`config.mk`:
```
export PLATFORM = sky130hd
export DESIGN_NAME = conv_acc_requant
export DESIGN_NICKNAME = d
export VERILOG_FILES = /design/src/rtl/conv_acc_requant.sv
export SDC_FILE = /design/constraint.sdc
export NUM_CORES = 1
export LEC_CHECK = 0
export CAP_MARGIN = 0
export CELL_PAD_IN_SITES_DETAIL_PLACEMENT = 1
export CELL_PAD_IN_SITES_GLOBAL_PLACEMENT = 2
export CORE_MARGIN = 2
export CORE_UTILIZATION = 35
export CTS_CLUSTER_SIZE = 25
export DETAILED_ROUTE_END_ITERATION = 10
export GPL_TIMING_DRIVEN = 1
export PLACE_DENSITY_LB_ADDON = 0.1
export SYNTH_ARGS = -nofsm -noshare
export SYNTH_HDL_FRONTEND = slang
export SYNTH_SLANG_ARGS = --single-unit
```
`constraint.sdc`:
```
create_clock -name clk -period 5.7 [get_ports clk]
set_clock_uncertainty 0.1 [all_clocks]
set_input_delay 0.855 -clock clk [delete_from_list [all_inputs] [get_ports clk]]
set_output_delay 0.855 -clock clk [all_outputs]
set_load 0.03 [all_outputs]
```
`src/rtl/conv_acc_requant.sv`:
```
// Accumulates NPROD signed products on top of a bias, then requantizes to DWO bits
// (round-half-up shift, saturation). Define RELU_EN to clamp negative results to zero.
module conv_acc_requant #(
  parameter int DWP   = 16,
  parameter int DWA   = 24,
  parameter int NPROD = 9,
  parameter int DWO   = 8
) (
  input  logic           clk,
  input  logic           rst_n,
  input  logic           clr,
  input  logic           in_valid,
  output logic           in_ready,
  input  logic [DWP-1:0] in_prod,
  input  logic [DWA-1:0] bias,
  input  logic [4:0]     shift,
  output logic           out_valid,
  input  logic           out_ready,
  output logic [DWO-1:0] out_data
);

  localparam int CW = (NPROD > 1) ? $clog2(NPROD) : 1;
  localparam logic signed [DWA:0] SAT_MAX = $signed((DWA+1)'((1 << (DWO-1)) - 1));
  localparam logic signed [DWA:0] SAT_MIN = -SAT_MAX - 1;

  typedef enum logic [1:0] {ST_ACC, ST_REQ, ST_OUT} state_t;

  state_t          state;
  logic [CW-1:0]   cnt;
  logic [DWA-1:0]  acc;
  logic [4:0]      shift_q;

  logic [DWA-1:0]        prod_ext;
  logic signed [DWA:0]   rnd;
  logic signed [DWA:0]   sum;
  logic signed [DWA:0]   r;
  logic [DWO-1:0]        sat_val;

  assign in_ready = (state == ST_ACC) && !clr;
  assign prod_ext = {{(DWA-DWP){in_prod[DWP-1]}}, in_prod};

  // NOTE: every always_comb output gets a default first so no path can infer a latch.
  always_comb begin
    rnd = '0;
    if (shift_q != 5'd0) rnd = (DWA+1)'(1) << (shift_q - 5'd1);
    // One extra bit keeps the rounding add from wrapping near the positive limit.
    sum = $signed({acc[DWA-1], acc}) + rnd;
    r   = sum >>> shift_q;
    if (r > SAT_MAX)      sat_val = SAT_MAX[DWO-1:0];
    else if (r < SAT_MIN) sat_val = SAT_MIN[DWO-1:0];
    else                  sat_val = r[DWO-1:0];
`ifdef RELU_EN
    if (sat_val[DWO-1]) sat_val = '0;
`else
`endif
  end

  // NOTE: sequential state uses non-blocking assignments so every register samples
  // pre-edge values regardless of statement order.
  always_ff @(posedge clk or negedge rst_n) begin
    if (!rst_n) begin
      state     <= ST_ACC;
      cnt       <= '0;
      acc       <= '0;
      shift_q   <= '0;
      out_valid <= 1'b0;
      out_data  <= '0;
    end else if (clr) begin
      state     <= ST_ACC;
      cnt       <= '0;
      out_valid <= 1'b0;
    end else begin
      case (state)
        ST_ACC: begin
          if (in_valid) begin
            if (cnt == '0) begin
              acc     <= bias + prod_ext;
              shift_q <= shift;
            end else begin
              acc <= acc + prod_ext;
            end
            if (cnt == CW'(NPROD-1)) begin
              cnt   <= '0;
              state <= ST_REQ;
            end else begin
              cnt <= cnt + CW'(1);
            end
          end
        end
        ST_REQ: begin
          out_data  <= sat_val;
          out_valid <= 1'b1;
          state     <= ST_OUT;
        end
        ST_OUT: begin
          if (out_ready) begin
            out_valid <= 1'b0;
            state     <= ST_ACC;
          end
        end
        default: state <= ST_ACC;
      endcase
    end
  end

endmodule

```
# Word-level counts from Yosys, hierarchy flattened

Index checks and enable logic that the tools add are counted.

Logic and storage cells: 52
Input bits: 50
Flip-flop bits (word level): 44
Output and inout port bits: 10

Bitwise operators: 1
Muxes and demuxes: 16
$add $sub $neg: 5
Reduce and logical (&&, ||, !) cells: 14
Equal/unequal tests: 6
Shifts and indexed selects: 2
$lt $le $gt $ge: 2

Operator list:

| operator                                                                          | number |
|---|---|
| 24-bit adder                                                                      | 2 |
| 24-bit by 25-bit adder with 25-bit output                                         | 1 |
| 25-bit by 8-bit greater-than comparator with 1-bit output (second input constant) | 1 |
| 25-bit by 8-bit < comparator with 1-bit output (second input constant)            | 1 |
| 25-bit 2-to-1 mux                                                                 | 1 |
| 1-bit by 5-bit << shifter with 25-bit output (first input constant)               | 1 |
| 25-bit by 5-bit >>> shifter with 25-bit output                                    | 1 |
| 24-bit 2-to-1 mux                                                                 | 1 |
| 4-bit 2-to-1 mux                                                                  | 4 |
| 8-bit 2-to-1 mux                                                                  | 2 |
| 2-bit 2-to-1 mux                                                                  | 4 |
| 3-bit != test (second input constant)                                             | 2 |
| 2-bit one-hot mux with 3 select lines                                             | 1 |
| 2-bit AND reduction                                                               | 3 |
| 3-bit AND reduction                                                               | 2 |
| 5-bit nonzero test                                                                | 1 |
| 5-bit by 1-bit subtractor with 5-bit output (second input constant)               | 1 |
| 4-bit by 1-bit adder with 4-bit output (second input constant)                    | 1 |
| 4-bit == test (second input constant)                                             | 1 |
| 4-bit zero test                                                                   | 1 |
| 4-bit AND reduction                                                               | 1 |
| 2-bit nonzero test                                                                | 2 |
| 3-bit by 2-bit != test with 1-bit output (second input constant)                  | 1 |
| 3-bit nonzero test                                                                | 1 |
| 8 further kinds                                                                   | 9 |

# Longest topological paths before layout

Gate-level depths: netlist of run 1.

Depth after elaboration: 8
Gate-level depth with buffers: 23
Mapped depth without buffers: 19

# Least setup slack after synthesis of run 1

Ideal clock, no wire load.

Kind: reg-to-reg
From: reg cnt[0]
To: reg acc[22]
Slack: 0.868 ns
Data arrival time: 4.598 ns
Period minus slack after synthesis: 4.832 ns
Required time: 5.466 ns
Setup time: 0.134 ns
Stages on the path, launching flop included: 22
Buffers on the path: 2
Cells stage by stage: dfrtp_1 -> inv_1 -> ha_1 -> nor3b_1 -> clkbuf_1 -> clkbuf_1 -> mux2_2 -> ha_1 -> fa_1 -> a21o_1 -> a21oi_1 -> nor2b_1 -> o21a_1 -> o311ai_0 -> a31oi_1 -> a211oi_1 -> o31ai_1 -> o21a_1 -> o21ai_0 -> nand2b_1 -> xnor2_1 -> o21ai_0

Longest elaborated chain between the ends: 2

Ends and longest elaborated chain:

| element                | line | source |
|---|---|---|
| start, declared        | 29   | `logic [CW-1:0] cnt;` |
| start signal, assigned | 86   | `cnt <= cnt + CW'(1);` |
| 4-bit zero test        | 76   | `if (cnt == '0) begin` |
| 24-bit 2-to-1 mux      | 76   |  |
| end signal, assigned   | 77   | `acc <= bias + prod_ext;` |
| end signal, assigned   | 80   | `acc <= acc + prod_ext;` |
| end, declared          | 30   | `logic [DWA-1:0] acc;` |

Every way passes these cells.
A chain may end at the register's enable or synchronous reset.

# Worst setup path in the final report of run 1

From: reg shift_q[3]
To: reg out_data[3]

Longest elaborated chain between the ends: 8
Elaborated cells on any way between the ends: 10
Classes of those cells: add/sub: 2; order compare: 2; shift: 2; mux: 3; reduce/logical: 1

Ends and longest elaborated chain:

| element                                          | line | source |
|---|---|---|
| start, declared                                  | 31   | `logic [4:0] shift_q;` |
| start signal, assigned                           | 78   | `shift_q <= shift;` |
| 5-bit by 1-bit subtractor with 5-bit output      | 45   | `if (shift_q != 5'd0) rnd = (DWA+1)'(1) << (shift_q - 5'd1);` |
| 1-bit by 5-bit << shifter with 25-bit output     | 45   |  |
| 25-bit 2-to-1 mux                                | 45   |  |
| 24-bit by 25-bit adder with 25-bit output        | 47   | `sum = $signed({acc[DWA-1], acc}) + rnd;` |
| 25-bit by 5-bit >>> shifter with 25-bit output * | 48   | `r = sum >>> shift_q;` |
| 25-bit by 8-bit < comparator with 1-bit output   | 50   | `else if (r < SAT_MIN) sat_val = SAT_MIN[DWO-1:0];` |
| 8-bit 2-to-1 mux                                 | 50   |  |
| 8-bit 2-to-1 mux *                               | 49   | `if (r > SAT_MAX) sat_val = SAT_MAX[DWO-1:0];` |
| end signal, assigned                             | 91   | `out_data <= sat_val;` |
| end, declared                                    | 19   | `output logic [DWO-1:0] out_data` |

Mark *: on every way between the ends. The rest lies on a longest branch, timed or not.

==> results of run 1 <==
==> worst register-to-register path: cells and delay by family, from the launching register on <==
kind                       cells  cell delay (ps)
AOI/OAI and AO/OA             11             3020
adders and majority gates      1              410
buffers and inverters          2              300
DFF                            1              550
muxes                          1              160
and+or+nand+nor                4              670
==> layout make-up <==
| class | count | area share |
|---|---|---|
| Clock buffer | 5 | 0.0167 |
| Inverter | 23 | 0.0120 |
| Clock inverter | 2 | 0.00167 |
| Tap cell | 229 | 0.0381 |
| Multi-Input combinational cell | 749 | 0.670 |
| Timing Repair Buffer | 96 | 0.115 |
| Sequential cell | 44 | 0.147 |
==> state kept, by name (all words and copies together), names as in the netlist <==
signal / flops
acc: 24
cnt: 4
out_data: 8
out_valid: 1
shift_q: 5
state: 2
==> power groups by stage <==
stage | Clock [mW] | Sequential, mW | Combinational (mW)
floorplan | 0 | 0.431 | 1.45
global placement | 0 | 0.481 | 2.05
detailed placement | 0 | 0.484 | 2.07
CTS | 0.302 | 0.480 | 2.08
global route | 0.318 | 0.495 | 2.31
finish | 0.295 | 0.480 | 2.12
==> worst max path at each step <==
| stage | from | endpoint | slack, ps | cells past startpoint |
|---|---|---|---|---|
| floorplan | cnt[0]$_DFFE_PN0P_ | acc[22]$_DFFE_PN0P_ | 870 | 21 |
| finish | shift_q[3]$_DFFE_PN0P_ | out_data[3]$_DFFE_PN0P_ | 420 | 19 |
| global route | shift_q[3]$_DFFE_PN0P_ | out_data[3]$_DFFE_PN0P_ | 90 | 19 |
| global placement | shift_q[3]$_DFFE_PN0P_ | out_data[3]$_DFFE_PN0P_ | 50 | 18 |
| detailed placement | shift_q[3]$_DFFE_PN0P_ | out_data[3]$_DFFE_PN0P_ | -40 | 18 |
| CTS | shift_q[3]$_DFFE_PN0P_ | out_data[3]$_DFFE_PN0P_ | 70 | 18 |
==> cell usage in the layout (no fill, tap or decap), drive strengths merged, types with 5 or more instances in the layout <==
cell	n
inv	22
xnor2	20
o31ai	6
a221o	6
nand3	23
nand2	115
or2	7
nor3	18
a31oi	7
dfrtp	44
buf	38
nand2b	9
ha	49
nor2b	6
xor2	13
nor2	106
a211oi	15
a21oi	74
o211a	8
o21a	9
o22ai	6
a211o	5
a2111oi	7
o21ai	53
o211ai	12
o2bb2ai	6
mux2	29
nand4	8
or3	9
a21o	22
clkdlybuf4s50	58
and2	11
mux2i	21
clkbuf	5
and3	11
==> logic make-up after synthesis <==
group	Yosys count
fa+ha+maj	51
flops	44
xor+xnor	33
simple gates	340
mux	53
compound gates	272
buf+inv	71
==> synth_stat cells (8+ instances only) <==
cell type  number  area share
a211oi_1       14       0.016
a21o_1         22       0.026
a21oi_1        73       0.057
and2_1         11       0.011
and3_1         10      0.0098
clkbuf_1       37       0.022
dfrtp_1        44        0.17
ha_1           49       0.096
inv_1          23       0.014
mux2_2         29       0.051
mux2i_1        21       0.033
nand2_1       115       0.068
nand2b_1        9      0.0088
nand3_1        23       0.018
nand4_1         8      0.0078
nor2_1        106       0.062
nor3_1         18       0.014
o211a_1         8       0.013
o211ai_1       11       0.013
o21a_1          9       0.011
o21ai_0        52       0.041
or3_1           9      0.0088
xnor2_1        20       0.027
xor2_1         13       0.018
==> layer usage <==
| metal | share of wire | track usage | up-vias | wire [um] |
|---|---|---|---|---|
| met2 | 0.47 | 0.415 | 132 | 11300 |
| met1 | 0.47 | 0.329 | 3355 | 11300 |
| met5 | 0 | 0 | - | 0 |
| met4 | 0.025 | 0.0665 | 0 | 594 |
| met3 | 0.027 | 0.0204 | 35 | 646 |
| li1 | - | - | 3293 | - |
==> stage by stage <==
| step | utilization | setup slack (ps) | TNS (ps) | std cells | instance area [um^2] |
|---|---|---|---|---|---|
| floorplan | - | 868 | 0 | 864 | 6380 |
| global placement | 0.409 | 53.4 | 0 | 1138 | 7320 |
| detailed placement | 0.409 | -41.7 | -41.7 | 1138 | 7320 |
| CTS | 0.417 | 69.8 | 0 | 1145 | 7460 |
| global route | 0.420 | 85.6 | 0 | 1148 | 7510 |
| finish | 0.420 | 422 | 0 | 1148 | 7510 |
==> repair_timing <==
action / in CTS / in global routing
resized for setup: 1 / 9
cloned: 0 / 0
buffers inserted: 0 / 3
endpoints found under the setup margin: 7 / 7
pin swaps: 0 / 1
==> summary.md, run 1 <==
| Metric | Value |
|---|---|
| Slew Limit Headroom | 0.302 |
| Vias in the first global route | 6883 |
| Nets | slightly above 1000 |
| Internal Power | 1.37 mW |
| Via density per instance | 5.94 |
| Worst IR drop on VDD | 0.000122 V |
| CP startpoint kind | register |
| Post-DP HPWL | 19000 um |
| Multi-input logic area | 5030 um^2 |
| RSZ-0062 raised after global routing | false |
| Syn Nets | 965 |
| Compound-gate portion of the synthesized area | 0.297 |
| Hold Path Depth | 2 |
| Clock Latency Late Sink | 300 ps |
| Lkg Pwr | ~3.4 nW |
| Main combinational cell family by area after synthesis | compound AO/OA/AOI/OAI gates |
| Crit Reg-Reg Endpoint | out_data[3]$_DFFE_PN0P_ |
| Hold path start | out_data[1]$_DFFE_PN0P_ |
| Syn avg cell area | 7.38 um^2 |
| Synth Cell Area | around 6400 um^2 |
| Critical Path End Type | register |
| Fin. Hold Viols | 0 |
| Layout filler cell count | between 2000 and 2500 |
| Seq pwr share | 0.166 |
| Switching power | 1.52 mW |
| CTS buffer count | 5 |
| CP Cell Sequence | inv_1, nand2_1, nor2_1, nand2_1, buf_4, fa_1, nand2b_1, a21oi_2, o211ai_2, a211oi_4, o211ai_1, o2111a_1, a221o_1, a21oi_2, o2111ai_1, o41ai_2, a31o_2, a21boi_1, mux2_2 |
| Hold buffer count at CTS | 0 |
| DR pass1 iterations | 5 |
| Hold Worst Slack | 434 ps |
| Crit-path leading delay family | compound AO/OA/AOI/OAI gates |
| Register area share after synthesis | 0.173 |
| Initial antenna violation count | 0 |
| Ant diodes | 0 |
| Clock-pin slew on the worst setup and hold paths | 70 ps |
| Die area | 19300 um^2 |
| Status | complete, no violations |
| GRT Resource Usage Total | 0.243 |
| Die Width | roughly 140 um |
| CP Data Required Time | just under 6000 ps |
| Initial Util | 0.356 |
| IO Count | 60 |
| PortBufs | 59 |
| Synth Area in Adders | 0.102 |
| RD Place Congestion | 0.867 |
| Max cap viols | 0 |
| Core area | 17900 um^2 |
| Max Slew Vio Count | 0 |
| Yosys warns | 0 |
| Post-synthesis register bit count | 44 |
| Root buf cell | clkbuf_16 |
| Clock group share of total power | 0.102 |
| Crit path max fanout | 15 |
| Slowest cell on crit path | dfrtp_2 |
| Synth Area in XOR/XNOR | 0.0453 |
| Final Setup Violations | 0 |
| Critical path class | reg -> reg |
| First-pass GRT wire length | 38100 um |
| EDFF count, synth | 0 |
| Clock Path Buffers | 2 |
| Hold Crit Class | reg -> reg |
| Hold EP | out_data[1]$_DFFE_PN0P_ |
| CTS sink cnt | between 40 and 50 |
| FF-to-FF path depth | 19 |
| R2r startpoint | shift_q[3]$_DFFE_PN0P_ |
| Via count | 6815 |
| Switching share of power | 0.525 |
| Die outline height | 139 um |
| Ys async rst share | 1.00 |
| Yosys cell types | 74 |
| Worst Path Arrival | 5420 ps |
| CTS tree | built |
| Tot Pwr | 2.89 mW |
| Final period util | 0.926 |
| F_max | ~190 MHz |
| Drt total wl | 23800 um |
| DR iter-0 viols | between 200 and 300 |
| H-tree Lvls | 2 |
| Reg2Reg Setup Slack | roughly 420 ps |
| CP peak stage delay | about 550 ps |
| Synth Flop Type | dfrtp_1 |
| Mux cell area share after synthesis | 0.0948 |
| Logic pwr share | 0.732 |
| P&R area growth vs syn | 17.8% |
| WL per Instance | a little over 20 um |
| # DRC | 0 |
| Storage element area | approximately 1100 um^2 |
| Buf/Inv on CP | 2 |
| Grt ovf | 0 |
| Num rows | 49 |
| Share of cells above drive strength 1 | 0.120 |
| Minimum clock period | 5280 ps |
| Largest net degree at the start of global routing | 45 |
| Slew @ Worst Pin | around 1000 ps |
| Antenna Nets Post-Route | 0 |
| Simple-gate share of the synthesized area | 0.244 |
| Pwr dens | 385 nW/um^2 |
| Gate count of the mapped netlist | 864 |
No activity file was read; power rests on OpenSTA's default activity.
==> run 2, diff against run 1 <==
- CORE_MARGIN: 2 -> not set
==> run 2 against run 1 <==
Sequential power down 1%; register-to-register slack worse by 90 ps; global-route usage up 1.6 points; largest power group unchanged; critical path depth up 1; clock power up 19%; worst setup slack worse by 87 ps; total power up 1.5%; sequential share of layout area about the same; non-clock buffer count down 5; cell count down 0.70%; critical endpoint unchanged.
==> summary.md, run 2 (synthesized netlist as in run 1, its figures left out) <==
| Metric | Value |
|---|---|
| Die outline height | 137 um (-1.4%) |
| Post-DP HPWL | 18800 um (-0.80%) |
| CTS tree | built |
| CP Cell Sequence | buf_4, nor2_1, nand2_1, nor2_1, ha_1, inv_1, fa_1, nand2b_1, a21oi_2, o211ai_2, a211oi_4, o211ai_1, o2111a_1, a221o_1, a21oi_2, o2111ai_1, o41ai_2, a31o_2, a21boi_1, mux2_2 |
| Core area | 17500 um^2 (-2.0%) |
| Final period util | 0.941 (+0.0152) |
| IO Count | 60 (unchanged) |
| Placement Setup Slack | 174 ps (+216 ps) |
| Max reg flops | 24 (unchanged) |
| Grt ovf | 0 (unchanged) |
| Fin worst setup slack | 335 ps (-86.9 ps) |
| Hold path start | acc[21]$_DFFE_PN0P_ |
| Share of cells above drive strength 1 | 0.111 (-0.00822) |
| Initial antenna violation count | 0 (unchanged) |
| Die area | 18800 um^2 (-2.9%) |
| Via density per instance | 5.92 (-0.20%) |
| RSZ-0062 raised after global routing | false |
| H-tree Lvls | 2 (unchanged) |
| Nets | 1015 (-0.49%) |
| Initial Util | 0.364 (+0.00742) |
| Slew Limit Headroom | 0.290 (-0.0114) |
| P&R area growth vs syn | 17.4% |
| Ant diodes | 0 (unchanged) |
| Buf/Inv on CP | 2 (unchanged) |
| Clock-pin slew on the worst setup and hold paths | 70 ps (about the same) |
| PortBufs | 59 (unchanged) |
| Met2 Track Usage GR | 0.439 (+0.0237) |
| Fin. Hold Viols | 0 (unchanged) |
| Hold Worst Slack | 431 ps (-2.18 ps) |
| Routing usage on met1 | 0.344 (+0.0147) |
| Clock Latency Late Sink | 300 ps (about the same) |
| Critical path class | reg -> reg |
| WL per Instance | 20.7 um (about the same) |
| Busiest grt layer | met2 |
| Biggest regs | acc (24), out_data (8), shift_q (5) |
| Clock Path Buffers | 2 (unchanged) |
| DR pass1 iterations | 5 (unchanged) |
| TNS Setup | 0 ps (unchanged) |
| Die Width | 137 um (-1.4%) |
| Worst Path Arrival | 5510 ps (+90 ps) |
| CTS sink cnt | 44 (unchanged) |
| Commonest non-fill, non-tap cell in the layout | nand2_1 |
| Drt total wl | 23600 um (-0.74%) |
| GRT Resource Usage Total | 0.259 (+0.0161) |
| CP peak stage delay | 410 ps (-140 ps) |
| Register bank with the most flops | acc |
| F_max | 186 MHz (-1.6%) |
| Hold buffer count at CTS | 0 (unchanged) |
| Lkg Pwr | 3.38 nW (-0.33%) |
| Reg2Reg Setup Slack | 340 ps (-90 ps) |
| Worst IR drop on VDD | 0.000139 V (+14%) |
| # DRC | 0 (unchanged) |
| Critical Path End Type | register |
| Status | complete, no violations |
| Vias in the first global route | 6895 (+0.17%) |
| CTS buffer count | 5 (unchanged) |
| Antenna Nets Post-Route | 0 (unchanged) |
| Pwr dens | 392 nW/um^2 (+1.9%) |
| First-pass GRT wire length | 37500 um (-1.8%) |
| Met3 GRT Util | 0.0256 (+0.00518) |
| Root buf cell | clkbuf_16 |
| CP Data Required Time | 5840 ps (about the same) |
| CP startpoint kind | register |
| Slew @ Worst Pin | 1060 ps (+17.1 ps) |
| Via count | 6754 (-0.90%) |
| Max Slew Vio Count | 0 (unchanged) |
| Largest net degree at the start of global routing | 45 (unchanged) |
| Slowest cell on crit path | dfrtp_1 |
| DR iter-0 viols | 310 (+4.4%) |
| Final Setup Violations | 0 (unchanged) |
| R2r startpoint | shift_q[2]$_DFFE_PN0P_ |
| Fin util | 0.427 (+0.00710) |
| Hold Crit Class | reg -> reg |
| Num rows | 48 (-2.0%) |
| Tot Pwr | 2.94 mW (+1.5%) |
| Most frequent cells in the layout | 115 x nand2_1, 106 x nor2_1, 72 x a21oi_1 |
| Crit path max fanout | 25 (+10) |
| Max cap viols | 0 (unchanged) |
| Crit-path leading delay family | compound AO/OA/AOI/OAI gates |
| Minimum clock period | 5360 ps (+86.9 ps) |
| RD Place Congestion | 0.933 (+7.7%) |
| Critical path origin | shift_q[2]$_DFFE_PN0P_ |
[run 2: cell count changes in the layout (fill, tap and decap cells not counted), sizes merged]
cell and delta:
buf -5, clkinv -1, inv +1, bufinv +1
[run 2: layout make-up]
| type | instances | area [um^2] |
|---|---|---|
| clock inverter | 3 | 46.3 |
| clock buffer | 5 | 125 |
| timing repair buffer | 91 | 826 |
| multi-input combinational | 749 | 5010 |
| fill | 2191 | 10100 |
| sequential | 44 | 1100 |
| inverter | 23 | 90.1 |
| tap | 225 | 282 |
[run 2: where the power goes]
part / internal [mW] / switching, mW
Clock: 0.209 / 0.143
Sequential: 0.383 / 0.0898
Combinational: 0.821 / 1.29
Total: 1.41 / 1.52
[run 2: tightest hold or removal path, cell delays in order (launching register included)]
cell and delay [ps]:
dfrtp_1 380, nand2_1 50, o21ai_0 60
[run 2: per-layer routing]
metal / vias up / wire (um) / share of wire
li1: 3286 / - / -
met1: 3301 / 11200 / 0.48
met2: 130 / 11200 / 0.47
met3: 37 / 656 / 0.028
met4: 0 / 560 / 0.024
met5: - / 0 / 0
[run 2: path summary, 6_finish.rpt]
path	to	cells past startpoint
min in group asynchronous	cnt[3]$_DFFE_PN0P_	1
max	out_data[3]$_DFFE_PN0P_	20
max in group asynchronous	acc[13]$_DFFE_PN0P_	1
min	acc[21]$_DFFE_PN0P_	2
max reg2reg	out_data[3]$_DFFE_PN0P_	20
min reg2reg	acc[21]$_DFFE_PN0P_	2
[run 2: repair_timing]
item | 4_1_cts | 5_1_grt
gates resized for setup | 0 | 3
hold endpoints to repair | 0 | 0
endpoints found under the setup margin | 0 | 7
buffers inserted | 0 | 0
[run 2: through the flow]
stage                     area, um^2  cells
after detailed placement        7300   1132
after floorplan                 6380    864
after CTS                       7470   1140
after global placement          7300   1132
after global routing            7480   1140
final                           7480   1140
==> run 3, diff against run 2 <==
- REMOVE_ABC_BUFFERS: not set -> 1
- SKIP_LAST_GASP: not set -> 1
==> run 3 against run 2 <==
Clock power is 4% lower; largest power group unchanged; maximum frequency hardly changed; flip-flop and latch count stayed put; highest routed layer unchanged.
==> summary.md, run 3 (synthesized netlist as in run 1, its figures left out) <==
| Metric | Value |
|---|---|
| # Post-CTS Setup Buffers | 0 (unchanged) |
| # DRC | 0 (unchanged) |
| Num rows | 48 (unchanged) |
| Dpl cell area | 7360 um^2 (+0.82%) |
| Critical path class | reg -> reg |
| Fin util | 0.431 (+0.00464) |
| Switching share of power | 0.523 (+0.00410) |
| Most frequent cells in the layout | 115 x nand2_1, 105 x nor2_1, 72 x a21oi_1 |
| Antenna Nets Post-Route | 0 (unchanged) |
| Worst Path Arrival | 5400 ps (-110 ps) |
| Internal Power | 1.44 mW (+1.8%) |
| Clock group share of total power | 0.113 (-0.007) |
| Max reg flops | 24 (unchanged) |
| Inst Count DP | 1140 (+0.71%) |
| Lkg Pwr | 3.42 nW (+1.3%) |
| CTS buffer count | 5 (unchanged) |
| Register bank with the most flops | acc |
| Placement Setup Slack | 285 ps (+111 ps) |
| RD Place Congestion | 0.929 (-0.49%) |
| Die area | 18800 um^2 (unchanged) |
| Clock Path Buffers | 2 (unchanged) |
| Critical Path End Type | register |
| CP startpoint kind | register |
| CP Data Required Time | 5740 ps (-100 ps) |
| Clock-pin slew on the worst setup and hold paths | 70 ps (about the same) |
| H-tree Lvls | 2 (unchanged) |
| Vias in the first global route | 7158 (+3.8%) |
| Commonest non-fill, non-tap cell in the layout | nand2_1 |
| RSZ-0062 raised after global routing | false |
| Grt ovf | 0 (unchanged) |
| Fin worst setup slack | 337 ps (+1.84 ps) |
| Root buf cell | clkbuf_16 |
| DR iter-0 viols | 394 (+27%) |
| Via count | 6953 (+2.9%) |
| Seq pwr share | 0.166 (+0.005) |
| Drt total wl | 25700 um (+8.9%) |
| Worst IR drop on VDD | 0.000175 V (+27%) |
| Max cap viols | 0 (unchanged) |
| First-pass GRT wire length | 40100 um (+7.1%) |
| Share of cells above drive strength 1 | 0.122 (+0.0110) |
| Design Area, Final | 7560 um^2 (+1.1%) |
| Core area | 17500 um^2 (unchanged) |
| Tot Pwr | 3.02 mW (+2.7%) |
| Crit-path leading delay family | compound AO/OA/AOI/OAI gates |
| Final period util | 0.941 (about the same) |
| Die outline height | 137 um (unchanged) |
| Crit path max fanout | 5 (-80%) |
| Switching power | 1.58 mW (+3.5%) |
| Slew Limit Headroom | 0.261 (-0.0290) |
| TNS Setup | 0 ps (unchanged) |
| WL per Instance | 22.4 um (+8.0%) |
| Initial Util | 0.364 (unchanged) |
| Logic pwr share | 0.721 (+0.002) |
| Max Slew Vio Count | 0 (unchanged) |
| Nets | 1023 (+0.79%) |
| Die Width | 137 um (unchanged) |
| CTS tree | built |
| Initial antenna violation count | 0 (unchanged) |
| Hold Worst Slack | 416 ps (-15.2 ps) |
| CP Cell Sequence | inv_1, ha_1, nor3b_2, mux2_2, ha_1, fa_1, a21o_1, a21oi_1, nor2b_1, o21a_1, o311ai_0, a31oi_1, a211oi_1, o31ai_1, o21a_1, o21ai_0, nand2b_1, xnor2_1, o21ai_0 |
| Via density per instance | 6.05 (+2.1%) |
| Final Setup Violations | 0 (unchanged) |
| Status | complete, no violations |
| Largest net degree at the start of global routing | 45 (unchanged) |
| Biggest regs | acc (24), out_data (8), shift_q (5) |
| PortBufs | 59 (unchanged) |
| Clock Latency Late Sink | 290 ps (about the same) |
| Hold Crit Class | reg -> reg |
| Slew @ Worst Pin | 1110 ps (+41.1 ps) |
| Pwr dens | 399 nW/um^2 (+1.6%) |
| Non-filler cells, final | 1149 (+0.79%) |
| GRT Resource Usage Total | 0.281 (+0.0224) |
| Fin. Hold Viols | 0 (unchanged) |
| IO Count | 60 (unchanged) |
| Buf/Inv on CP | 1 (-1) |
| CP peak stage delay | 530 ps (+120 ps) |
| DR pass1 iterations | 4 (-1) |
| Slowest cell on crit path | o311ai_0 |
| CTS sink cnt | 44 (unchanged) |
| Minimum clock period | 5360 ps (-1.83 ps) |
| P&R area growth vs syn | 18.6% |
| Post-DP HPWL | 20700 um (+9.8%) |
| F_max | 186 MHz (about the same) |
[run 3: changes by cell type in the layout (fill, tap and decap cells not counted), sizes merged]
cell	previous run	this run
diode	0	1
buf	33	41
inv	23	24
clkinvlp	2	1
[run 3: timing repair]
item	4_1_cts	5_1_grt
resized for setup	0	7
hold endpoints to repair	0	0
endpoints found under the setup margin	0	7
hold buffers	0	0
[run 3: area by class of cell]
cell class	instances	area, um^2
multi-input combinational	749	5040
clock inverter	3	46.3
antenna	1	2.50
tap	225	282
fill	2205	9970
clock buffer	5	125
sequential	44	1100
timing repair buffer	99	886
inverter	23	86.3
[run 3: worst paths after layout]
path                                    startpoint                      end  slack, ps  cells past startpoint
min in group asynchronous                    rst_n      acc[14]$_DFFE_PN0P_        530                      2
min reg2reg                out_data[3]$_DFFE_PN0P_  out_data[3]$_DFFE_PN0P_        420                      1
min                        out_data[3]$_DFFE_PN0P_  out_data[3]$_DFFE_PN0P_        420                      1
max                             cnt[0]$_DFFE_PN0P_      acc[22]$_DFFE_PN0P_        340                     19
max in group asynchronous                    rst_n       cnt[1]$_DFFE_PN0P_       4540                      2
max reg2reg                     cnt[0]$_DFFE_PN0P_      acc[22]$_DFFE_PN0P_        340                     19
[run 3: routing by layer]
metal	vias to the layer above	share of wire	global-route usage
li1	3299	-	-
met1	3439	0.44	0.350
met2	162	0.48	0.489
met3	53	0.036	0.0281
met4	0	0.037	0.121
met5	-	0	0
[run 3: worst reg2reg max path, stage by stage (launching register included)]
cell,delay [ps]
dfrtp_1,420
inv_1,80
ha_1,210
nor3b_2,390
mux2_2,390
ha_1,230
fa_1,420
a21o_1,180
a21oi_1,220
nor2b_1,90
o21a_1,200
o311ai_0,530
a31oi_1,340
a211oi_1,470
o31ai_1,190
o21a_1,220
o21ai_0,200
nand2b_1,100
xnor2_1,140
o21ai_0,90
[run 3: power by group through the flow]
stage                     logic (mW)  registers, mW  clock network [mW]
after CTS                       2.13          0.498               0.350
after detailed placement        2.12          0.504                   0
after global routing            2.35          0.510               0.356
final                           2.17          0.501               0.339
after floorplan                 1.37          0.470                   0
after global placement          2.09          0.499                   0
